**src/rtl/bram_write_loader_if.sv**
```systemverilog
`default_nettype none
// ============================================================================
// Module      : bram_write_loader_if
// Description : Bundles the byte-stream handshake and the block-RAM write port
//               of the instruction-memory loader.
//               in_valid/in_byte/in_ready : byte source handshake
//               WE/WADDR/WDATA/MASK       : RAM write port
//               master : byte source / RAM side
//               slave  : loader side
// Revision    : 1.0 - initial release
// ============================================================================
interface bram_write_loader_if #(
  parameter int ADDR_W = 8
);
  logic              in_valid;
  logic [7:0]        in_byte;
  logic              in_ready;
  logic              WE;
  logic [ADDR_W-1:0] WADDR;
  logic [15:0]       WDATA;
  logic [15:0]       MASK;

  modport master (
    output in_valid,
    output in_byte,
    input  in_ready,
    input  WE,
    input  WADDR,
    input  WDATA,
    input  MASK
  );

  modport slave (
    input  in_valid,
    input  in_byte,
    output in_ready,
    output WE,
    output WADDR,
    output WDATA,
    output MASK
  );
endinterface
`default_nettype wire

```
**src/rtl/bram_write_loader.sv**
```systemverilog
`default_nettype none
// ============================================================================
// Module      : bram_write_loader
// Description : Assembles a low-byte-first byte stream into 16-bit words and
//               writes them to sequential block-RAM addresses from 0.
//   clk, reset      : clock, asynchronous active-high reset
//   start, abort    : begin a session (IDLE/DONE only) / return to IDLE
//   word_count      : words to load, latched on start, clamped to DEPTH
//   bus (slave)     : byte handshake in, RAM write port out
//   busy, done      : session in progress / session complete
//   words_written   : words written in the current or last session
// Revision    : 1.0 - initial release
// ============================================================================
module bram_write_loader #(
  parameter int ADDR_W = 8,
  parameter int DEPTH  = 256     // must equal 2**ADDR_W
) (
  input  logic              clk,
  input  logic              reset,
  input  logic              start,
  input  logic              abort,
  input  logic [ADDR_W:0]   word_count,
  bram_write_loader_if.slave bus,
  output logic              busy,
  output logic              done,
  output logic [ADDR_W:0]   words_written
);

  localparam logic [ADDR_W:0]   c_depth    = (ADDR_W+1)'(DEPTH);
  localparam logic [ADDR_W:0]   c_one      = (ADDR_W+1)'(1);
  localparam logic [ADDR_W-1:0] c_addr_one = (ADDR_W)'(1);

  typedef enum logic [2:0] {
    ST_IDLE  = 3'd0,
    ST_LO    = 3'd1,
    ST_HI    = 3'd2,
    ST_WRITE = 3'd3,
    ST_DONE  = 3'd4
  } state_t;

  state_t            r_state;
  state_t            w_next;

  logic [7:0]        r_lo;
  logic [ADDR_W-1:0] r_addr;
  logic [ADDR_W:0]   r_count;
  logic [ADDR_W:0]   r_words;
  logic              r_we;
  logic [ADDR_W-1:0] r_waddr;
  logic [15:0]       r_wdata;

  logic              w_ready;
  logic              w_accept_start;
  logic              w_capture_lo;
  logic              w_issue;
  logic              w_retire;
  logic [ADDR_W:0]   w_count_clamped;
  logic [ADDR_W:0]   w_words_inc;

  assign w_count_clamped = (word_count > c_depth) ? c_depth : word_count;
  assign w_words_inc     = r_words + c_one;

  // State register
  always_ff @(posedge clk or posedge reset) begin
    if (reset) begin
      r_state <= ST_IDLE;
    end else begin
      r_state <= w_next;
    end
  end

  // Next state and per-cycle strobes. Abort outranks start and the byte
  // handshake, so in_ready is withheld while abort is high.
  always_comb begin
    w_next         = r_state;
    w_ready        = 1'b0;
    w_accept_start = 1'b0;
    w_capture_lo   = 1'b0;
    w_issue        = 1'b0;
    w_retire       = 1'b0;
    case (r_state)
      ST_IDLE, ST_DONE: begin
        if (abort) begin
          w_next = ST_IDLE;
        end else if (start) begin
          w_accept_start = 1'b1;
          w_next = (w_count_clamped == '0) ? ST_DONE : ST_LO;
        end
      end
      ST_LO: begin
        w_ready = ~abort;
        if (abort) begin
          w_next = ST_IDLE;
        end else if (bus.in_valid) begin
          w_capture_lo = 1'b1;
          w_next       = ST_HI;
        end
      end
      ST_HI: begin
        w_ready = ~abort;
        if (abort) begin
          w_next = ST_IDLE;
        end else if (bus.in_valid) begin
          w_issue = 1'b1;
          w_next  = ST_WRITE;
        end
      end
      ST_WRITE: begin
        // The write on the port completes even under abort, so it is counted.
        w_retire = 1'b1;
        if (abort) begin
          w_next = ST_IDLE;
        end else if (w_words_inc == r_count) begin
          w_next = ST_DONE;
        end else begin
          w_next = ST_LO;
        end
      end
      default: w_next = ST_IDLE;
    endcase
  end

  // Datapath and registered RAM write port
  always_ff @(posedge clk or posedge reset) begin
    if (reset) begin
      r_lo    <= 8'h00;
      r_addr  <= '0;
      r_count <= '0;
      r_words <= '0;
      r_we    <= 1'b0;
      r_waddr <= '0;
      r_wdata <= 16'h0000;
    end else begin
      r_we <= 1'b0;
      if (abort) begin
        r_lo <= 8'h00;
      end
      if (w_accept_start) begin
        r_count <= w_count_clamped;
        r_words <= '0;
        r_addr  <= '0;
      end
      if (w_capture_lo) begin
        r_lo <= bus.in_byte;
      end
      if (w_issue) begin
        r_we    <= 1'b1;
        r_waddr <= r_addr;
        r_wdata <= {bus.in_byte, r_lo};
      end
      if (w_retire) begin
        // With a full-depth load the address wraps to 0 here but is never used.
        r_addr  <= r_addr + c_addr_one;
        r_words <= w_words_inc;
      end
    end
  end

  assign bus.in_ready   = w_ready;
  assign bus.WE         = r_we;
  assign bus.WADDR      = r_waddr;
  assign bus.WDATA      = r_wdata;
  assign bus.MASK       = 16'h0000;
  assign busy           = (r_state == ST_LO) || (r_state == ST_HI) || (r_state == ST_WRITE);
  assign done           = (r_state == ST_DONE);
  assign words_written  = r_words;

endmodule
`default_nettype wire

```
**src/flat_wrapper.sv**
```systemverilog
// flat-port wrapper written by rule: the top's interface ports become plain ports
module bram_write_loader_flat 
#(
  parameter int ADDR_W = 8,
  parameter int DEPTH  = 256                            
)
  (clk, reset, start, abort, word_count, busy, done, words_written, bus_in_valid, bus_in_byte, bus_in_ready, bus_WE, bus_WADDR, bus_WDATA, bus_MASK);
  bram_write_loader_if #(.ADDR_W(ADDR_W)) bus_i ();
  input  logic clk;
  input  logic reset;
  input  logic start;
  input  logic abort;
  input  logic [ADDR_W:0] word_count;
  output logic busy;
  output logic done;
  output logic [ADDR_W:0] words_written;
  input wire logic [$bits(bus_i.in_valid)-1:0] bus_in_valid;
  input wire logic [$bits(bus_i.in_byte)-1:0] bus_in_byte;
  output wire logic [$bits(bus_i.in_ready)-1:0] bus_in_ready;
  output wire logic [$bits(bus_i.WE)-1:0] bus_WE;
  output wire logic [$bits(bus_i.WADDR)-1:0] bus_WADDR;
  output wire logic [$bits(bus_i.WDATA)-1:0] bus_WDATA;
  output wire logic [$bits(bus_i.MASK)-1:0] bus_MASK;
  assign bus_i.in_valid = bus_in_valid;
  assign bus_i.in_byte = bus_in_byte;
  assign bus_in_ready = bus_i.in_ready;
  assign bus_WE = bus_i.WE;
  assign bus_WADDR = bus_i.WADDR;
  assign bus_WDATA = bus_i.WDATA;
  assign bus_MASK = bus_i.MASK;
  bram_write_loader #(.ADDR_W(ADDR_W), .DEPTH(DEPTH)) u_core (.clk(clk), .reset(reset), .start(start), .abort(abort), .word_count(word_count), .bus(bus_i), .busy(busy), .done(done), .words_written(words_written));
endmodule
```
**config.mk**
```make
export PLATFORM = sky130hd
export DESIGN_NAME = bram_write_loader_flat
export DESIGN_NICKNAME = d
export VERILOG_FILES = /design/src/rtl/bram_write_loader_if.sv /design/src/rtl/bram_write_loader.sv /design/src/flat_wrapper.sv
export SDC_FILE = /design/constraint.sdc
export NUM_CORES = 1
export LEC_CHECK = 0
export CORE_MARGIN = 2
export CORE_UTILIZATION = 45
export CTS_CLUSTER_SIZE = 30
export DETAILED_ROUTE_END_ITERATION = 10
export PLACE_DENSITY = 0.87
export SYNTH_ARGS = -nofsm -noshare
export SYNTH_HDL_FRONTEND = slang
export SYNTH_SLANG_ARGS = --single-unit
```
**constraint.sdc**
```tcl
create_clock -name clk -period 1.85 [get_ports clk]
set_clock_uncertainty 0.15 [all_clocks]
set_input_delay 0.2775 -clock clk [delete_from_list [all_inputs] [get_ports clk]]
set_output_delay 0.2775 -clock clk [all_outputs]
set_load 0.05 [all_outputs]
```
# Word level (Yosys, flattened, before mapping)
# Index checks and enable logic that the tools add are counted.
# op_classes
n_bitwise	1
n_lt_le_gt_ge	1
addsub	2
n_eq_ne	8
mux	27
reduce_logical	9
# op_table
op	n
two-way mux 8 bit	4
two-way mux 3 bit	9
two-way mux 9 bit	3
one-hot mux 3 bit (4 select lines)	1
two-way mux 1 bit	10
adder 9 x 1 -> 9 bit, second input constant	1
equality test 9 bit	1
greater-than comparator 9 bit, second input constant	1
zero test 9 bit	1
!= test 3 bit, second input constant	3
adder 8 x 1 -> 8 bit, second input constant	1
equality test 3 x 2 -> 1 bit, second input constant	2
nonzero test 2 bit	2
OR reduction 2 bit	2
equality test 3 x 1 -> 1 bit, second input constant	1
equality test 3 bit, second input constant	1
zero test 3 bit	1
AND reduction 3 bit	1
logical OR 1 bit	2
NOT 1 bit	1
# word_totals
output_inout_bits	53
ff_bits	62

# Depth between registers and ports, before layout
# depth
ltp_word	7
depth_mapped	7
depth_no_buf	6

# Least setup slack after synthesis
# No wires, ideal clock.
# synth_timing
path_type	flip-flop to output port
start	register u_core.r_state[1]
end	output bus_in_ready
slack_ns	-0.362
path_buffers	1
stages_incl_launch_ff	4
required_time_ns	1.422
arrival_time_ns	1.785
path_cell_list	dfrtp_1 buf_4 nand2b_1 a21boi_0
# synth_between
elab_chain_len	3
# synth_rtl
item	line	source
start: declaration	bram_write_loader.sv:41	state_t r_state;
start signal: assignment	bram_write_loader.sv:68	r_state <= w_next;
equality test 3 x 2 -> 1 bit / equality test 3 x 1 -> 1 bit (equally long branches)	bram_write_loader.sv:81	case (r_state)
OR reduction 2 bit (no source line) *	n/a	
two-way mux 1 bit *	n/a	
end: declaration	flat_wrapper.sv:19	output wire logic [$bits(bus_i.in_ready)-1:0] bus_in_ready;
# Mark *: on every way between the ends. The rest lies on a longest branch, timed or not.

# Final worst setup path
# layout_timing
start	register u_core.r_words[0] (netlist: u_core.words_written[0])
end	register u_core.r_state[2]
# layout_between
elab_chain_len	5
# layout_rtl
item	line	source
start: declaration	bram_write_loader.sv:47	logic [ADDR_W:0] r_words;
start signal: assignment	bram_write_loader.sv:154	r_words <= w_words_inc;
adder 9 x 1 -> 9 bit	bram_write_loader.sv:61	assign w_words_inc = r_words + c_one;
equality test 9 bit	bram_write_loader.sv:113	end else if (w_words_inc == r_count) begin
two-way mux 3 bit	bram_write_loader.sv:113	
two-way mux 3 bit	bram_write_loader.sv:111	if (abort) begin
one-hot mux 3 bit (4 select lines)	bram_write_loader.sv:81	
# No other way between the ends.
# A chain may end at the register's enable or synchronous reset.

==> impl_results.md <==
- Setup WS pre-CTS: -0.446 ns
- Hold Vio Cnt, Final: 0
- Number of H-tree levels: 3
- Largest net degree at the start of global routing: 63
- Worst reg2reg endpoint: u_core.r_state[2]
- Outcome: complete, no violations
- Share of layout cells above drive strength 1: 0.339
- Crit path capture: u_core.r_state[2]
- Worst-Skew Late Latency: 0.34 ns
- Worst Path Max Fanout: 11
- Final core occ: 0.592
- Overflow left after global routing: 0
- Most frequent cells in the layout: buf_4 (61), dfrtp_1 (51), o21ai_0 (33), nand2_1 (32)
- Core Region: 7140 um2
- First-pass GRT wire length: 11,400 um
- Layout fillers: 606
- P per Cell Area: 1330 nW/um2
- CTS sink count: 62
- Commonest non-fill, non-tap cell in the layout: buf_4
- Die Height: 89.2 um
- Area delta synth->final: 29.2%
- Initial antenna violation count: 0
- Root Buffer: clkbuf_8
- Drt total wl: 7190 um
- Cell variety after synth: 50
- Synth Flop Type: dfrtp_1
- Overall die area: 7960 um2
- Final Power: 5.60 mW
- Final WS setup: 0.00335 ns
- Leakage: 1.96 nW
- # port buffers: 58
- Setup crit start: u_core.words_written[0]
- Wirelength per Cell: 14.7 um
- Post-synth ARST share: 1.00
- Hold_ws: 0.212 ns
- I/O pins: 75
- Post-synth EDFFs: 0
- DRT Pass-1 Iters: 4
- Final max-slew violation count: 0
- Least-Margin Pin Slew: 0.521 ns
- Hold-fix buffers, CTS: 0
- IR drop worst, VDD: 0.533 mV
- Kind of end point of the critical path: flop
- Worst Path Required: 1.93 ns
- Critical path class: reg2reg
- Seq/Total Area, Yosys: 0.475
- N_diodes: 0
- Relative slew slack: 0.652
- Routed Antenna Nets: 0
- CTS tree: yes
- Nets: 411
- Number of global-route vias before repair: 2,455
- Crit path DAT: 1.93 ns
- Clk pwr share: 0.218
- Reg2Reg Setup Slack: 0.003 ns
- DRC Markers: 0
- Avg Cell Area, Syn: 10.6 um2
- Combinational Power Share: 0.430
- DR iter-0 viols: 158
- Class of the worst hold path: in2async
- GRT Resource Usage Total: 0.190
- Setup violators final: 0
- Synth Warn #: 0
- CTS clk-pin slew, worst paths: 0.08 ns
- Switching share of power: 0.410
- Hpwl dp: 4980 um
- TritonCTS buffer count: 9
- Cells after Synth: 307
- Std-Cell Rows: 31
- Shortest period the worst path allows: 1.85 ns
- Post-Syn Area: 3270 um2
- Sequential share of power: 0.352
- Max Cap Violations: 0
- R2r worst-path depth: 6
- NetSw: 2.29 mW
- Starting Density: 0.458
- Buffers from clock root to sink, at most: 2
- Routed vias: 2,528
- Synth Register Bits: 62
- Final TNS setup: 0 ns
- Peak Freq: 542 MHz
- Internal power: 3.30 mW
- Die width: 89.2 um
- GPL Wtd Cong: 0.817
- RSZ-0062 raised after global routing: true
- Reg-to-Reg Start: u_core.words_written[0]
- Startpoint types: flop
- Final Cycle Share: 0.998
- DR vias/cell: 5.15
-- cell families after synthesis --
kind of cell | after synthesis | synth area share
XOR/XNOR | 12 | 0.0322
buffers and inverters | 37 | 0.0865
other | 1 | 0.00115
flip-flops | 62 | 0.475
AND/OR/NAND/NOR | 105 | 0.169
adder cells (fa/ha/maj) | 2 | 0.00766
AO/OA/AOI/OAI | 62 | 0.118
multiplexers | 26 | 0.111
-- registers in the layout (all words and copies together) (netlist names) --
register	count
u_core.bus.WDATA	16
u_core.r_count	9
u_core.words_written	9
u_core.bus.WADDR	8
u_core.r_addr	8
u_core.r_lo	8
u_core.r_state	3
u_core.bus.WE	1
-- critical path, cell delays in order (launching register included) --
cell,delay (ns)
dfrtp_2,0.45
ha_4,0.23
and2_1,0.18
a211o_1,0.31
a31oi_2,0.16
a31oi_2,0.08
a21o_1,0.18
-- metrics by stage --
stage | cells | area (um2)
2_1_floorplan | 322 | 3360
3_3_place_gp | 471 | 3960
3_5_place_dp | 471 | 3960
4_1_cts | 489 | 4200
5_1_grt | 491 | 4220
6_report | 491 | 4220
-- synth_stat cells, drive strengths merged, types with 2 or more instances --
| cell | n | area [um2] |
|---|---|---|
| clkbuf | 5 | 18.8 |
| nand2 | 32 | 120 |
| nor4b | 2 | 23.8 |
| xnor2 | 8 | 70.1 |
| a211oi | 2 | 20.0 |
| nor3 | 3 | 15.0 |
| a21boi | 2 | 15.0 |
| a31oi | 5 | 31.3 |
| inv | 4 | 15.0 |
| nor2 | 13 | 56.3 |
| o211ai | 2 | 15.0 |
| nor2b | 2 | 12.5 |
| and2 | 4 | 25.0 |
| or2 | 2 | 12.5 |
| dfrtp | 62 | 1550 |
| xor2 | 4 | 35.0 |
| nand3 | 11 | 55.1 |
| nand4 | 7 | 43.8 |
| mux2 | 25 | 353 |
| a41oi | 2 | 17.5 |
| o21ai | 37 | 185 |
| nor4 | 3 | 18.8 |
| a21oi | 4 | 20.0 |
| buf | 28 | 249 |
| ha | 2 | 25.0 |
| o31ai | 2 | 15.0 |
| nand2b | 20 | 125 |
-- power groups by stage --
| stage | Combinational [mW] | Sequential (mW) | Clock, mW |
|---|---|---|---|
| after floorplan | 1.05 | 2.58 | 0 |
| after global placement | 2.29 | 1.97 | 0 |
| after detailed placement | 2.34 | 1.99 | 0 |
| after CTS | 2.42 | 1.97 | 1.24 |
| after global routing | 2.57 | 2.02 | 1.30 |
| final | 2.41 | 1.97 | 1.22 |
-- worst min path at each step --
stage,endpoint,slack (ns),cells after the start
2_1_floorplan,u_core.r_lo[0],0.24,2
4_1_cts,u_core.bus.WDATA[6],0.22,3
5_1_grt,u_core.bus.WDATA[6],0.22,3
6_report,u_core.r_lo[4],0.21,3
3_5_place_dp,u_core.r_count[0],0.35,2
3_3_place_gp,u_core.r_addr[7],0.33,1
-- final cells by class --
type	count	area, um2	share of cell area
sequential	62	1570	0.371
multi-input combinational	223	1550	0.366
timing repair buffer	87	767	0.182
clock buffer	9	124	0.0293
tap	99	124	0.0293
clock inverter	7	80.1	0.0190
inverter	4	18.8	0.00444
-- routing by layer --
metal  track usage  share of wire  up-vias
met4        0.0814          0.019        0
met2         0.302           0.47       94
met5             0              0        -
li1              -              -     1200
met1         0.234           0.44     1221
met3        0.0656          0.069       13
-- what timing repair did --
action | CTS | global route
setup buffers | 2 | 2
pin swaps | 2 | 2
hold endpoints to repair | 0 | 0
resized for setup | 9 | 1
endpoints found under the setup margin | 11 | 15
Power figures use the tool's default switching activity.
